<file path="config.mk">
export PLATFORM = sky130hd
export DESIGN_NAME = cola_buyer
export DESIGN_NICKNAME = d
export VERILOG_FILES = /design/src/rtl/cola_buyer.sv
export SDC_FILE = /design/constraint.sdc
export NUM_CORES = 1
export LEC_CHECK = 0
export ABC_AREA = 1
export CAP_MARGIN = 0
export CORE_ASPECT_RATIO = 0.9
export CORE_MARGIN = 2
export CORE_UTILIZATION = 49
export CTS_CLUSTER_DIAMETER = 30
export CTS_CLUSTER_SIZE = 14
export DETAILED_ROUTE_END_ITERATION = 6
export MAX_ROUTING_LAYER = met4
export PLACE_DENSITY = 0.83
export SLEW_MARGIN = 20
export SYNTH_ARGS = -nofsm -noshare
export SYNTH_HDL_FRONTEND = slang
export SYNTH_SLANG_ARGS = --single-unit
</file>
<file path="constraint.sdc">
create_clock -name sys_clk -period 1.3 [get_ports sys_clk]
set_input_delay 0.26 -clock sys_clk [delete_from_list [all_inputs] [get_ports sys_clk]]
set_output_delay 0.26 -clock sys_clk [all_outputs]
set_load 0.05 [all_outputs]
</file>
<file path="src/rtl/cola_buyer.sv">
// Customer-side coin/cola initiator: pays PRICE coins spaced by GAP idle cycles,
// then waits up to TIMEOUT cycles for the vending machine's cola pulse.
module cola_buyer #(
  parameter int unsigned PRICE   = 3,
  parameter int unsigned GAP     = 2,
  parameter int unsigned TIMEOUT = 8
) (
  input  logic       sys_clk,
  input  logic       sys_rst_n,
  input  logic       pi_buy,
  input  logic       pi_cola,
  output logic       po_money,
  output logic       po_busy,
  output logic [3:0] po_paid,
  output logic       po_done,
  output logic       po_timeout
);

  localparam logic [3:0] PRICE_N  = 4'(PRICE);
  localparam logic [7:0] GAP_LAST = (GAP == 0) ? 8'd0 : 8'(GAP - 1);
  localparam logic [7:0] TO_LAST  = 8'(TIMEOUT - 1);

  typedef enum logic [1:0] {
    S_IDLE = 2'd0,
    S_PAY  = 2'd1,
    S_GAP  = 2'd2,
    S_WAIT = 2'd3
  } state_t;

  state_t     state, state_nx;
  logic [7:0] cnt, cnt_nx;
  logic       money_nx, busy_nx, done_nx, timeout_nx;
  logic [3:0] paid_nx;

  logic last_coin, gap_end, wait_end;

  assign last_coin = (po_paid == PRICE_N);
  assign gap_end   = (cnt == GAP_LAST);
  assign wait_end  = (cnt == TO_LAST);

  // cnt is shared: gap cycles in S_GAP, WAIT-state timer in S_WAIT
  always_ff @(posedge sys_clk or negedge sys_rst_n) begin
    if (!sys_rst_n) begin
      state      <= S_IDLE;
      cnt        <= '0;
      po_money   <= 1'b0;
      po_busy    <= 1'b0;
      po_paid    <= '0;
      po_done    <= 1'b0;
      po_timeout <= 1'b0;
    end else begin
      state      <= state_nx;
      cnt        <= cnt_nx;
      po_money   <= money_nx;
      po_busy    <= busy_nx;
      po_paid    <= paid_nx;
      po_done    <= done_nx;
      po_timeout <= timeout_nx;
    end
  end

  always_comb begin
    state_nx = S_IDLE;
    case (state)
      S_IDLE: state_nx = pi_buy ? S_PAY : S_IDLE;
      S_PAY: begin
        if (last_coin)     state_nx = S_WAIT;
        else if (GAP == 0) state_nx = S_PAY;
        else               state_nx = S_GAP;
      end
      S_GAP:  state_nx = gap_end ? S_PAY : S_GAP;
      S_WAIT: state_nx = (pi_cola || wait_end) ? S_IDLE : S_WAIT;
      default: state_nx = S_IDLE;
    endcase
  end

  // Registered outputs are the values the next state presents; cola beats timeout.
  always_comb begin
    money_nx   = 1'b0;
    busy_nx    = 1'b0;
    done_nx    = 1'b0;
    timeout_nx = 1'b0;
    paid_nx    = po_paid;
    cnt_nx     = cnt;
    case (state)
      S_IDLE: begin
        if (pi_buy) begin
          money_nx = 1'b1;
          busy_nx  = 1'b1;
          paid_nx  = 4'd1;
          cnt_nx   = '0;
        end
      end
      S_PAY: begin
        busy_nx = 1'b1;
        cnt_nx  = '0;
        if (!last_coin && GAP == 0) begin
          money_nx = 1'b1;
          paid_nx  = po_paid + 4'd1;
        end
      end
      S_GAP: begin
        busy_nx = 1'b1;
        if (gap_end) begin
          money_nx = 1'b1;
          paid_nx  = po_paid + 4'd1;
          cnt_nx   = '0;
        end else begin
          cnt_nx = cnt + 8'd1;
        end
      end
      S_WAIT: begin
        if (pi_cola) begin
          done_nx = 1'b1;
        end else if (wait_end) begin
          timeout_nx = 1'b1;
        end else begin
          busy_nx = 1'b1;
          cnt_nx  = cnt + 8'd1;
        end
      end
      default: begin
        paid_nx = '0;
        cnt_nx  = '0;
      end
    endcase
  end

endmodule

</file>
After elaboration in Yosys (flattened, before gate mapping)
Cells that the tools add are included.
{"block": "totals", "ff_bits": 18, "latchBits": 0, "mem_bits_rw": 0, "rom_bits": 0, "in_bits": 4, "memories": 0}
{"block": "op_classes", "add_sub_neg": 2, "n_mul": 0, "div_mod_pow": 0, "magnitude_cmp": 0, "eq_ne": 10, "n_shift": 0, "muxes": 24, "bitwise": 0, "reduce_logical": 6}
{"operator": "two-way mux 8 bit", "n": 4}
{"operator": "one-hot mux 8 bit (4 select lines)", "n": 1}
{"operator": "two-way mux 1 bit", "n": 11}
{"operator": "adder 8 x 1 -> 8 bit (second input constant)", "n": 1}
{"operator": "equality test 8 x 1 -> 1 bit (second input constant)", "n": 1}
{"operator": "equality test 8 x 3 -> 1 bit (second input constant)", "n": 1}
{"operator": "two-way mux 4 bit", "n": 2}
{"operator": "inequality test 2 bit (second input constant)", "n": 4}
{"operator": "one-hot mux 2 bit (4 select lines)", "n": 1}
{"operator": "one-hot mux 4 bit (2 select lines)", "n": 1}
{"operator": "AND reduction 3 bit", "n": 2}
{"operator": "adder 4 x 1 -> 4 bit (second input constant)", "n": 1}
{"operator": "equality test 2 bit (second input constant)", "n": 2}
{"operator": "equality test 4 x 2 -> 1 bit (second input constant)", "n": 1}
{"operator": "two-way mux 2 bit", "n": 2}
{"operator": "one-hot mux 1 bit (3 select lines)", "n": 1}
{"operator": "equality test 2 x 1 -> 1 bit (second input constant)", "n": 1}
{"operator": "zero test 2 bit", "n": 1}
{"operator": "one-hot mux 1 bit (2 select lines)", "n": 1}
{"operator": "nonzero test 2 bit", "n": 1}
{"operator": "OR reduction 2 bit", "n": 1}
{"operator": "logical OR 1 bit", "n": 1}

Longest topological paths before layout
Gate-level depths: netlist of run 1.
{"block": "logic_depth", "word_depth": 4, "ltp_mapped": 11, "mapped_depth_nobuf": 10}

Worst setup path before layout of run 1
No wires, ideal clock.
{"block": "synth_path", "kind": "register to register", "startpoint": "register po_paid[0]", "endpoint": "register po_paid[2]", "setup_time_ps": 123, "t_arrival_ps": 1286, "required_time_ps": 1177, "setup_slack_ps": -109, "path_stages_with_launch": 5, "n_path_buf": 0, "synth_period_minus_slack_ps": 1409, "cell_sequence": "dfrtp_1 ha_1 or2_2 nand3_1 o21ai_1"}
{"block": "synth_via", "elab_chain_cells": 3}
{"element": "from (decl)", "line": "14", "text": "output logic [3:0] po_paid,"}
{"element": "from (signal assigned)", "line": "56", "text": "po_paid <= paid_nx;"}
{"element": "adder 4 x 1 -> 4 bit", "line": "106", "text": "paid_nx = po_paid + 4'd1;"}
{"element": "two-way mux 4 bit", "line": "104", "text": "if (gap_end) begin"}
{"element": "one-hot mux 4 bit (2 select lines)", "line": "85", "text": "case (state)"}
No other way between the ends. The select of a mux whose other input is x is not followed.
A chain may end at the register's enable or synchronous reset.

Worst setup path after layout of run 1
{"block": "layout_path", "startpoint": "register cnt[0]", "endpoint": "register cnt[1]"}
{"block": "layout_via", "elab_chain_cells": 4, "elab_cells_between_ends": 9, "classes_between": "add/sub (1); eq/ne (3); mux (4); reduce/logical (1)"}
{"element": "from (decl)", "line": "31", "text": "logic [7:0] cnt, cnt_nx;"}
{"element": "from (signal assigned)", "line": "53", "text": "cnt <= cnt_nx;"}
{"element": "adder 8 x 1 -> 8 bit", "line": "109, 119"}
{"element": "two-way mux 8 bit", "line": "115", "text": "end else if (wait_end) begin"}
{"element": "two-way mux 8 bit", "line": "113", "text": "if (pi_cola) begin"}
{"element": "one-hot mux 8 bit (4 select lines)", "line": "85"}
Parallel ways exist; a longest one is shown, timed or not. The select of a mux whose other input is x is not followed.

==> out/metrics.cfg, run 1 <==
[routing]
via_count = 1242
avgRoutedWirePerCell_um = 16.0
drc = 0
drt_first_pass_iters = 4
routed_wl_um = 3660
drt_iter0_drc = 42
drt-vias-per-instance = 5.45
drtAntennaViolNets = 0

[timing]
rsz0062_at_grt = true
worst_pin_slew_ps = 294
min_period_over_period_pct = 114
setup_viol = 15
tns_ps = -1490
slew_violations = 0
relSlewSlack_pct = 80.4
clock_skew_ps = 2.67
period_minus_slack_ps = 1480
fmax_ghz = 0.676
setup_ws_ps = -179
hold_violations = 0
hold_slack_ps = 283

[cells_and_area]
fin_util_pct = 82.5
final_layout_size_suffix_gt1_share_pct = 45.3
num_antenna_cells = 0
nNetsFinal = 214
final-instance-count-excl-fill = 228
area_delta_synth_final_pct = 58.8

[power_and_ir_drop]
power.leakage_nw = 0.910
power_mw = 3.37
p_per_area_nw_per_um2 = 1870
peakVddDrop_mv = 1.61

[global_route]
grt_pass1_wl_um = 4970
grt_max_degree = 19
grt_pass1_vias = 1172
overflow = 0
antenna_found_initial = 0
grtUsageTotal_pct = 26.0

[die]
die_x_um = 54.7
die_h_um = 49.6
dieArea_um2 = 2710
row_count = 16
ios = 12
initial_core_util_pct = 51.9
coreArea_um2 = 2180

[placement]
dp_cells = 219
routabilityCongestion = 0.946
hpwl_um = 2210
placement.io_buffers = 11

[synth]
yosysTopAreaCell = dfrtp_1
synth_top_area_share_pct = 39.7
synth_seq_cells = 18
synth-seq-area-share_pct = 39.7
yosys-top-cells-area = dfrtp_1 40%, nand2_1 18%, ha_1 8.8%
synthCells = 155
syn_avg_cell_area_um2 = 7.31
ys_warn_count = 0
synth_area_um2 = 1130
netlist-cell-type-count = 20
syn_nets = 167

[critical_path]
cp_slowest_cell = dfrtp_1
rr_startpoint = cnt[0]
crit_type = flop to flop
required_ps = 1510
start_kind = flop
path_max_fanout = 7
rr_endpoint = cnt[1]
arrival_ps = 1680
rrSetupSlack_ps = -180
cp-end-kind = flop
slowest_delay_ps = 460
crit_top_cell = nand2_4
path_cells = ha_4 -> nand2_4 -> inv_4 -> nand2_4 -> nor2_4 -> nand2_2 -> nand2_4 -> buf_4 -> nand2_1 -> nand2_1
rr_worst_depth = 10

[cts]
cts_buffer_depth = 2
cts_buffers = 3
cts.clk_slew.worst_paths_ps = 110
clock_sinks = 18
clock_latency_ps = 300
cts_tree = built
cts_root_buffer = clkbuf_4
htree_levels = 1

[flow_run]
max-cap-violations = 0

[outcome]
violations = negative setup slack
status = complete, but fails checks

[worst_hold_path]
hp-class = input port to asynchronous set/reset pin

## cell usage after synthesis
cell type  count
o211ai_1       1
dfrtp_1       18
nor2_1        14
a21oi_1        3
or2_2          1
nand2_1       54
inv_1         18
buf_2          1
o21ai_2        1
clkinv_2       1
o21bai_1       2
o21ai_0        3
nand3_1       13
nand2_2        5
nand2_4        1
ha_1           8
xor2_1         2
nor2_2         2
buf_8          1
o21ai_1        6
## report_power, final
group | internal, mW | total (mW) | switching [mW]
Clock | 0.171 | 0.364 | 0.193
Sequential | 0.683 | 0.830 | 0.148
Combinational | 0.988 | 2.17 | 1.19
Total | 1.84 | 3.37 | 1.53
## stage by stage
stage,worst slack [ps],instance area (um^2)
floorplan,-32.6,1140
global route,-232,1800
global placement,-123,1570
detailed placement,-206,1570
CTS,-137,1630
finish,-179,1800
## critical path: cells and delay by family (launching register included)
kind	cells	cell delay, ps
buffers and inverters	2	200
and+or+nand+nor	7	520
adders and majority gates	1	200
DFF	1	460
## what timing repair did
| item | CTS | global route |
|---|---|---|
| gates resized for setup | 6 | 45 |
| hold endpoints to repair | 0 | 0 |
| gates cloned | 0 | 0 |
| setup endpoints to repair | 15 | 17 |
| hold buffers | 0 | 0 |
| buffers inserted | 2 | 3 |
| pin swaps | 9 | 13 |
## metal layers
layer	vias up	track usage (%)	share of wire, %
met3	16	6.06	4.9
met5	-	-	0
met2	53	44.2	54
met1	599	29.8	37
li1	574	-	-
met4	0	6.67	3.4
## flip-flops by register name, indices dropped and copies added (netlist names)
| name | cells |
|---|---|
| cnt | 8 |
| po_paid | 4 |
| state | 2 |
| po_busy | 1 |
| po_done | 1 |
| po_money | 1 |
| po_timeout | 1 |
## worst max path at each step
stage | from | end
6_report | cnt[0] | cnt[1]
2_1_floorplan | cnt[0] | cnt[1]
5_1_grt | cnt[0] | cnt[1]
4_1_cts | cnt[0] | cnt[5]
3_5_place_dp | pi_cola | cnt[2]
3_3_place_gp | pi_cola | cnt[6]
## area by class of cell
class / count / area [um^2]
multi-input combinational: 116 / 739
timing repair buffer: 44 / 462
sequential: 18 / 453
fill: 134 / 382
inverter: 19 / 76.3
clock buffer: 4 / 36.3
tap: 27 / 33.8
## kinds of logic (layout without fill, tap and decap cells)
group	Yosys count	count (layout)	share of synthesized area (%)
buffers and inverters	21	67	8.17
xor gates and xnor gates	2	2	1.55
and+or+nand+nor	90	90	33.7
adders and majority gates	8	8	8.83
DFF	18	18	39.7
AOI/OAI and AO/OA	16	16	8.06
## cell usage in the layout, fill, tap and decap left out
| cell type | instances |
|---|---|
| a21oi_1 | 2 |
| a21oi_4 | 1 |
| buf_12 | 9 |
| buf_4 | 29 |
| buf_6 | 3 |
| clkbuf_4 | 3 |
| clkbuf_8 | 1 |
| clkdlybuf4s50_1 | 3 |
| dfrtp_1 | 16 |
| dfrtp_2 | 2 |
| ha_1 | 3 |
| ha_2 | 3 |
| ha_4 | 2 |
| inv_1 | 12 |
| inv_2 | 5 |
| inv_4 | 2 |
| nand2_1 | 42 |
| nand2_2 | 13 |
| nand2_4 | 4 |
| nand2_8 | 1 |
| nand3_1 | 12 |
| nand3_2 | 1 |
| nor2_1 | 11 |
| nor2_2 | 2 |
| nor2_4 | 3 |
| o211ai_1 | 1 |
| o21ai_1 | 4 |
| o21ai_2 | 6 |
| o21bai_1 | 2 |
| or2_2 | 1 |
| xor2_1 | 2 |
(Power assumes the default switching activity.)
==> run 2, diff against run 1 <==
--- a/config.mk
+++ b/config.mk
@@ -6,6 +6,7 @@
 export NUM_CORES = 1
 export LEC_CHECK = 0
 export ABC_AREA = 1
+export ABC_CLOCK_PERIOD_IN_PS = 1300
 export CAP_MARGIN = 0
 export CORE_ASPECT_RATIO = 0.9
 export CORE_MARGIN = 2
==> results of run 2 <==
The final DEF is identical to that of run 1; final timing and power are the same.
